==> src/rtl/inert_disp_pkg.sv <==
// inert_disp_pkg
// Shared definitions for the inert display selector slice.
//   state_e        : controller states (IDLE, CAL, SHOW, FAULT)
//   LED_FAULT_ALL  : all-ones pattern shown on the display in FAULT;
//                    consumers slice off the low LED_W bits.
package inert_disp_pkg;

  typedef enum logic [1:0] {
    IDLE  = 2'd0,
    CAL   = 2'd1,
    SHOW  = 2'd2,
    FAULT = 2'd3
  } state_e;

  localparam int LED_FAULT_MAX_W = 64;
  localparam logic [LED_FAULT_MAX_W-1:0] LED_FAULT_ALL = '1;

endpackage

==> src/rtl/inert_disp_fmt.sv <==
// inert_disp_fmt
// Combinational display formatter: turns one channel word into the LED
// display value.
//   ch  : channel word (CH_W bits)
//   led : display value (LED_W bits)
// Configuration macro: INERT_DISP_SAT_EN
//   undefined : plain truncating slice ch[LSB_OFS +: LED_W]
//   defined   : signed channel, arithmetic shift right by LSB_OFS, then
//               clamp to the two's-complement range of LED_W bits
module inert_disp_fmt #(
  parameter int CH_W    = 16,
  parameter int LED_W   = 8,
  parameter int LSB_OFS = 1
) (
  input  logic [CH_W-1:0]  ch,
  output logic [LED_W-1:0] led
);

`ifdef INERT_DISP_SAT_EN
  localparam int MAX_I = (1 << (LED_W - 1)) - 1;
  localparam logic signed [CH_W-1:0] MAX_V = CH_W'(MAX_I);
  localparam logic signed [CH_W-1:0] MIN_V = CH_W'(-MAX_I - 1);

  logic signed [CH_W-1:0] shifted;

  // Shift keeps the sign, so out-of-range values clamp to the nearest
  // representable LED code instead of wrapping.
  always_comb begin
    shifted = $signed(ch) >>> LSB_OFS;
    if (shifted > MAX_V) begin
      led = {1'b0, {(LED_W-1){1'b1}}};
    end else if (shifted < MIN_V) begin
      led = {1'b1, {(LED_W-1){1'b0}}};
    end else begin
      led = shifted[LED_W-1:0];
    end
  end
`else
  // Bits outside the display window are intentionally dropped.
  logic unused_ch;
  assign unused_ch = ^ch;
  assign led       = ch[LSB_OFS +: LED_W];
`endif

endmodule

==> src/rtl/inert_disp_sel.sv <==
// inert_disp_sel
// Calibration-gated channel display selector. After reset it pulses
// strt_cal, waits for cal_done (or times out into FAULT), then shows one
// snapshotted channel on LED, selected manually (next/prev) or by auto-cycle.
// Ports:
//   clk, rst     : clock, synchronous active-high reset
//   cal_done     : calibration complete level
//   vld, ch_data : snapshot strobe and packed channel data (ch k at k*CH_W)
//   next, prev   : one-cycle advance / retreat pulses
//   auto_en      : auto-cycle enable (DWELL cycles per channel)
//   strt_cal     : calibration start pulse (first cycle after reset)
//   cal_fail     : calibration timeout flag
//   ch_sel       : displayed channel
//   LED          : registered display value
// Configuration macro: INERT_DISP_SAT_EN (saturating formatting, see
// inert_disp_fmt).
module inert_disp_sel
  import inert_disp_pkg::*;
#(
  parameter int NUM_CH  = 3,
  parameter int CH_W    = 16,
  parameter int LED_W   = 8,
  parameter int LSB_OFS = 1,
  parameter int DWELL   = 50000000,
  parameter int CAL_TMO = 100000000
) (
  input  logic                      clk,
  input  logic                      rst,
  input  logic                      cal_done,
  input  logic                      vld,
  input  logic [NUM_CH*CH_W-1:0]    ch_data,
  input  logic                      next,
  input  logic                      prev,
  input  logic                      auto_en,
  output logic                      strt_cal,
  output logic                      cal_fail,
  output logic [$clog2(NUM_CH)-1:0] ch_sel,
  output logic [LED_W-1:0]          LED
);

  localparam int SEL_W = $clog2(NUM_CH);
  localparam int CAL_W = $clog2(CAL_TMO + 1);
  localparam int DW_W  = $clog2(DWELL + 1);

  state_e                 state_q, state_d;
  logic [CAL_W-1:0]       cal_cnt_q;
  logic [DW_W-1:0]        dwell_q;
  logic [SEL_W-1:0]       ch_sel_q;
  logic [NUM_CH*CH_W-1:0] snap_q;
  logic [LED_W-1:0]       led_q;
  logic [CH_W-1:0]        disp_ch;
  logic [LED_W-1:0]       fmt_led;

  logic show;
  logic cal_tmo;
  logic dwell_end;
  logic step_up;
  logic step_dn;

  assign show      = (state_q == SHOW);
  assign cal_tmo   = (cal_cnt_q == CAL_W'(CAL_TMO - 1));
  assign dwell_end = (dwell_q == DW_W'(DWELL - 1));

  // A manual pulse beats the dwell advance; next and prev together cancel.
  assign step_up = show && ((next && !prev) || (!next && !prev && auto_en && dwell_end));
  assign step_dn = show && prev && !next;

  always_ff @(posedge clk) begin
    if (rst) begin
      state_q <= IDLE;
    end else begin
      state_q <= state_d;
    end
  end

  // strt_cal is masked by rst so it stays low while reset is held and
  // pulses exactly on the first cycle after release. cal_done beats the
  // timeout when both land in the same cycle.
  always_comb begin
    state_d  = state_q;
    strt_cal = 1'b0;
    cal_fail = 1'b0;
    case (state_q)
      IDLE: begin
        strt_cal = !rst;
        state_d  = CAL;
      end
      CAL: begin
        if (cal_done) begin
          state_d = SHOW;
        end else if (cal_tmo) begin
          state_d = FAULT;
        end
      end
      SHOW: begin
        state_d = SHOW;
      end
      FAULT: begin
        cal_fail = 1'b1;
      end
      default: begin
        state_d = IDLE;
      end
    endcase
  end

  // The counter never wraps: CAL is left once it reaches CAL_TMO-1.
  always_ff @(posedge clk) begin
    if (rst || state_q != CAL) begin
      cal_cnt_q <= '0;
    end else begin
      cal_cnt_q <= cal_cnt_q + CAL_W'(1);
    end
  end

  always_ff @(posedge clk) begin
    if (rst || !show || next || prev || !auto_en || dwell_end) begin
      dwell_q <= '0;
    end else begin
      dwell_q <= dwell_q + DW_W'(1);
    end
  end

  always_ff @(posedge clk) begin
    if (rst) begin
      ch_sel_q <= '0;
    end else if (step_up) begin
      ch_sel_q <= (ch_sel_q == SEL_W'(NUM_CH - 1)) ? '0 : ch_sel_q + SEL_W'(1);
    end else if (step_dn) begin
      ch_sel_q <= (ch_sel_q == '0) ? SEL_W'(NUM_CH - 1) : ch_sel_q - SEL_W'(1);
    end
  end

  always_ff @(posedge clk) begin
    if (rst) begin
      snap_q <= '0;
    end else if (vld) begin
      snap_q <= ch_data;
    end
  end

  assign disp_ch = snap_q[ch_sel_q*CH_W +: CH_W];

  inert_disp_fmt #(
    .CH_W   (CH_W),
    .LED_W  (LED_W),
    .LSB_OFS(LSB_OFS)
  ) u_fmt (
    .ch (disp_ch),
    .led(fmt_led)
  );

  always_ff @(posedge clk) begin
    if (rst) begin
      led_q <= '0;
    end else begin
      case (state_q)
        SHOW:    led_q <= fmt_led;
        FAULT:   led_q <= LED_FAULT_ALL[LED_W-1:0];
        default: led_q <= '0;
      endcase
    end
  end

  assign ch_sel = ch_sel_q;
  assign LED    = led_q;

endmodule

==> config.mk <==
export PLATFORM = sky130hd
export DESIGN_NAME = inert_disp_sel
export DESIGN_NICKNAME = d
export VERILOG_FILES = /design/src/rtl/inert_disp_pkg.sv /design/src/rtl/inert_disp_fmt.sv /design/src/rtl/inert_disp_sel.sv
export SDC_FILE = /design/constraint.sdc
export NUM_CORES = 1
export LEC_CHECK = 0
export BUFFER_PORTS_ARGS = -buffer_cell sky130_fd_sc_hd__buf_4
export CAP_MARGIN = 20
export CORE_AREA = 2 2 90 92
export DETAILED_ROUTE_END_ITERATION = 10
export DIE_AREA = 0 0 92 94
export PLACE_DENSITY = 0.84
export SYNTH_ARGS = -nofsm -noshare
export SYNTH_HDL_FRONTEND = slang
export SYNTH_SLANG_ARGS = --single-unit
==> constraint.sdc <==
create_clock -name clk -period 2 [get_ports clk]
set_input_delay 0.1 -clock clk [delete_from_list [all_inputs] [get_ports clk]]
set_output_delay 0.1 -clock clk [all_outputs]
set_load 0.01 [all_outputs]
==> flow_metrics.tcl <==
set metrics [dict create \
    wl_met2_um 4570 \
    fin_setup_tns_ns 0 \
    period_minus_slack_ns 1.79 \
    power_density_mw_per_mm2 732 \
    p_switching_mw 1.02 \
    hold_class "in -> reg" \
    ys.flop_type "dfxtp_1" \
    grt_pass1_wl_um 15500 \
    synth_fa_ha_area_frac 0.0270 \
    fin_area_mm2 0.00493 \
    clock_latency_ns 0.37 \
    avgSynthCellArea_um2 9.03 \
    timing.rr.end "dwell_q[25]" \
    htreeDepth 3 \
    gp_congestion 0.766 \
    violations "hold timing" \
    startpoint_type "flop" \
    die_h_um 94 \
    synth_mux_area_frac 0.0840 \
    pwr-share-clk 0.327 \
    num_rows 32 \
    crit_end "dwell_q[25]" \
    critPathMaxFanout 14 \
    power_frac_seq 0.522 \
    synth_xor_area_frac 0.0462 \
    dr_wl_met3_um 369 \
    synth.cells.most_frequent "dfxtp_1 (89), nor2_1 (56), mux2i_1 (35)" \
    cts_setup_buffers 0 \
    ctsResizeCount 0 \
    power_mw 3.61 \
    antennaDiodeCount 0 \
    ant_nets 0 \
    r2r_start "dwell_q[7]" \
    irDropWorstVdd_v 0.000379 \
    reg2regPathDepth 4 \
    rsz0062_at_grt "no" \
    grt_max_degree 33 \
    required_ns 2.31 \
    p_int_mw 2.59 \
    initial_utilization 0.548 \
    p_comb_frac 0.152 \
    synth.area.top_cells "dfxtp_1 (43%), mux2i_1 (8.4%), nor2_1 (5.0%)" \
    rrSetupSlack_ns 0.21 \
    clkTransAtPathRegs_ns 0.10 \
    max_freq_ghz 0.558 \
    grt_use_total 0.220 \
    yosysWarnings 0 \
    drcViolationCount 0 \
    hold_ws_ns -0.0207 \
    path_class "reg -> reg" \
    startpoint "dwell_q[7]" \
    grt_overflow 0 \
    numCtsBuffers 9 \
    drv_slew 0 \
    finalNetCount 582 \
    io_buffers 42 \
    clock-sinks 89 \
    synthArstFlopShare 0 \
    stdcell_count 625 \
    first_pass_iters 5 \
    num_io_pins 67 \
    dp_hpwl_um 6120 \
    synth_compound_area_frac 0.124 \
    synth_edf_count 0 \
    cap_viol_max_count 0 \
    antenna_found_initial 0 \
    drt-met1-wl_um 4030 \
    grt_pass1_vias 3396 \
    place_inst 590 \
    netlist_area_mm2 0.00417 \
    synth_top_area_share 0.427 \
    switching_share 0.284 \
    yosys_register_bits 89 \
    die_w_um 92 \
    setup_viol 0 \
    wl_um 9110 \
    power.leakage_nw 1.83 \
    synth_simple_gate_area_share 0.251 \
    syn_nets 526 \
    finClkSkew_ns 0.0149 \
    drt-initial-drc-count 147 \
    hold_viol 1 \
    ys_types 52 \
    cp-end-kind "flop" \
    tightest_slew_ns 0.455 \
    wl_per_cell_um 14.6 \
    netlist_instances 462 \
    period_share 0.896 \
    outcome "finished, violations left" \
    placed_area_mm2 0.00455 \
    viasPerCell 5.73 \
    layout-drive-gt1-share 0.147 \
    ys_seq_area_frac 0.427 \
    slew_headroom 0.696 \
    synth_top_cell_by_area "dfxtp_1" \
    clk_path_buf_depth 2 \
    arrival_ns 2.10 \
    tritoncts "yes" \
    synth_top_family_by_area "simple AND/OR/NAND/NOR gates" \
    die_area_mm2 0.00865 \
    cts_root_buf "clkbuf_8" \
    num_vias 3582 \
    synthToLayoutAreaGrowth_pct 18.2 \
    core_area_mm2 0.00761 \
    synth_most_common_cell "dfxtp_1" \
    highest_layer "met4" \
]
[cell type report]
| class | instances | area, µm² |
|---|---|---|
| clock buffer | 10 | 138 |
| clock inverter | 6 | 50.0 |
| fill | 575 | 2680 |
| inverter | 9 | 33.8 |
| multi-input combinational | 338 | 2220 |
| sequential | 89 | 1780 |
| tap | 102 | 128 |
| timing repair buffer | 71 | 581 |
[power groups by stage]
stage          Combinational, mW  Clock (mW)  Sequential, mW
5_1_grt                    0.610        1.27            1.89
3_3_place_gp               0.486           0            1.92
4_1_cts                    0.543        1.18            1.88
2_1_floorplan              0.336           0            1.92
3_5_place_dp               0.510           0            1.92
6_report                   0.548        1.18            1.88
[critical path, cell delays in order (launching register included)]
cell and delay (ns):
dfxtp_1 0.43, and4_1 0.29, nand4_2 0.28, or4_1 0.58, a21oi_1 0.15
[registers in the layout, indices dropped and copies added (netlist names)]
signal     cells
dwell_q       26
cal_cnt_q     27
snap_q        24
ch_sel         2
LED            8
state_q        2
[stage by stage]
step / worst slack, ns / utilization
after detailed placement: 0.241 / 0.598
after global routing: 0.00219 / 0.648
after global placement: 0.290 / 0.598
after CTS: 0.228 / 0.648
after floorplan: 0.339 / -
final: 0.208 / 0.648
[worst min path at each step]
stage                           start    endpoint  slack, ns  cells past startpoint
after floorplan            ch_data[1]   snap_q[1]       0.25                      2
after global placement    ch_data[36]  snap_q[36]       0.33                      3
after detailed placement  ch_data[20]  snap_q[20]       0.34                      3
after CTS                 ch_data[36]  snap_q[36]      0.008                      3
after global routing      ch_data[23]  snap_q[23]      0.004                      3
final                     ch_data[23]  snap_q[23]      -0.02                      3
[cells in the final DEF (no fill, tap or decap), drive strengths merged, types with 2 or more instances in the layout]
master,count
dfxtp,89
nor2,56
buf,52
mux2i,35
nand2,32
a21oi,22
nand3,20
dlygate4sd3,19
nand4,18
xor2,15
o31ai,13
or4,12
o21ai,12
inv,11
and4,11
clkbuf,10
ha,9
o22ai,8
o21a,8
or3,8
and3,8
xnor2,7
nand2b,6
and2,5
nor2b,4
o311ai,4
nor4,3
nor3,3
a31oi,3
nor4b,2
nor3b,2
a41o,2
o41ai,2
clkinv,2
clkinvlp,2
[layer usage]
metal  vias up  track usage
met1      1713        0.273
met4         0       0.0522
li1       1792            -
met5         -            0
met3        10       0.0490
met2        67        0.391
[what timing repair did]
action / in CTS / in global routing
endpoints found under the hold margin: 19 / 0
setup endpoints to repair: 0 / 0
hold buffers: 19 / 0
[cell families after synthesis]
logic type	after synthesis
fa+ha+maj	9
simple gates	193
xor+xnor	22
buf+inv	35
flops	89
mux	35
compound gates	79
Power figures use the tool's default switching activity.
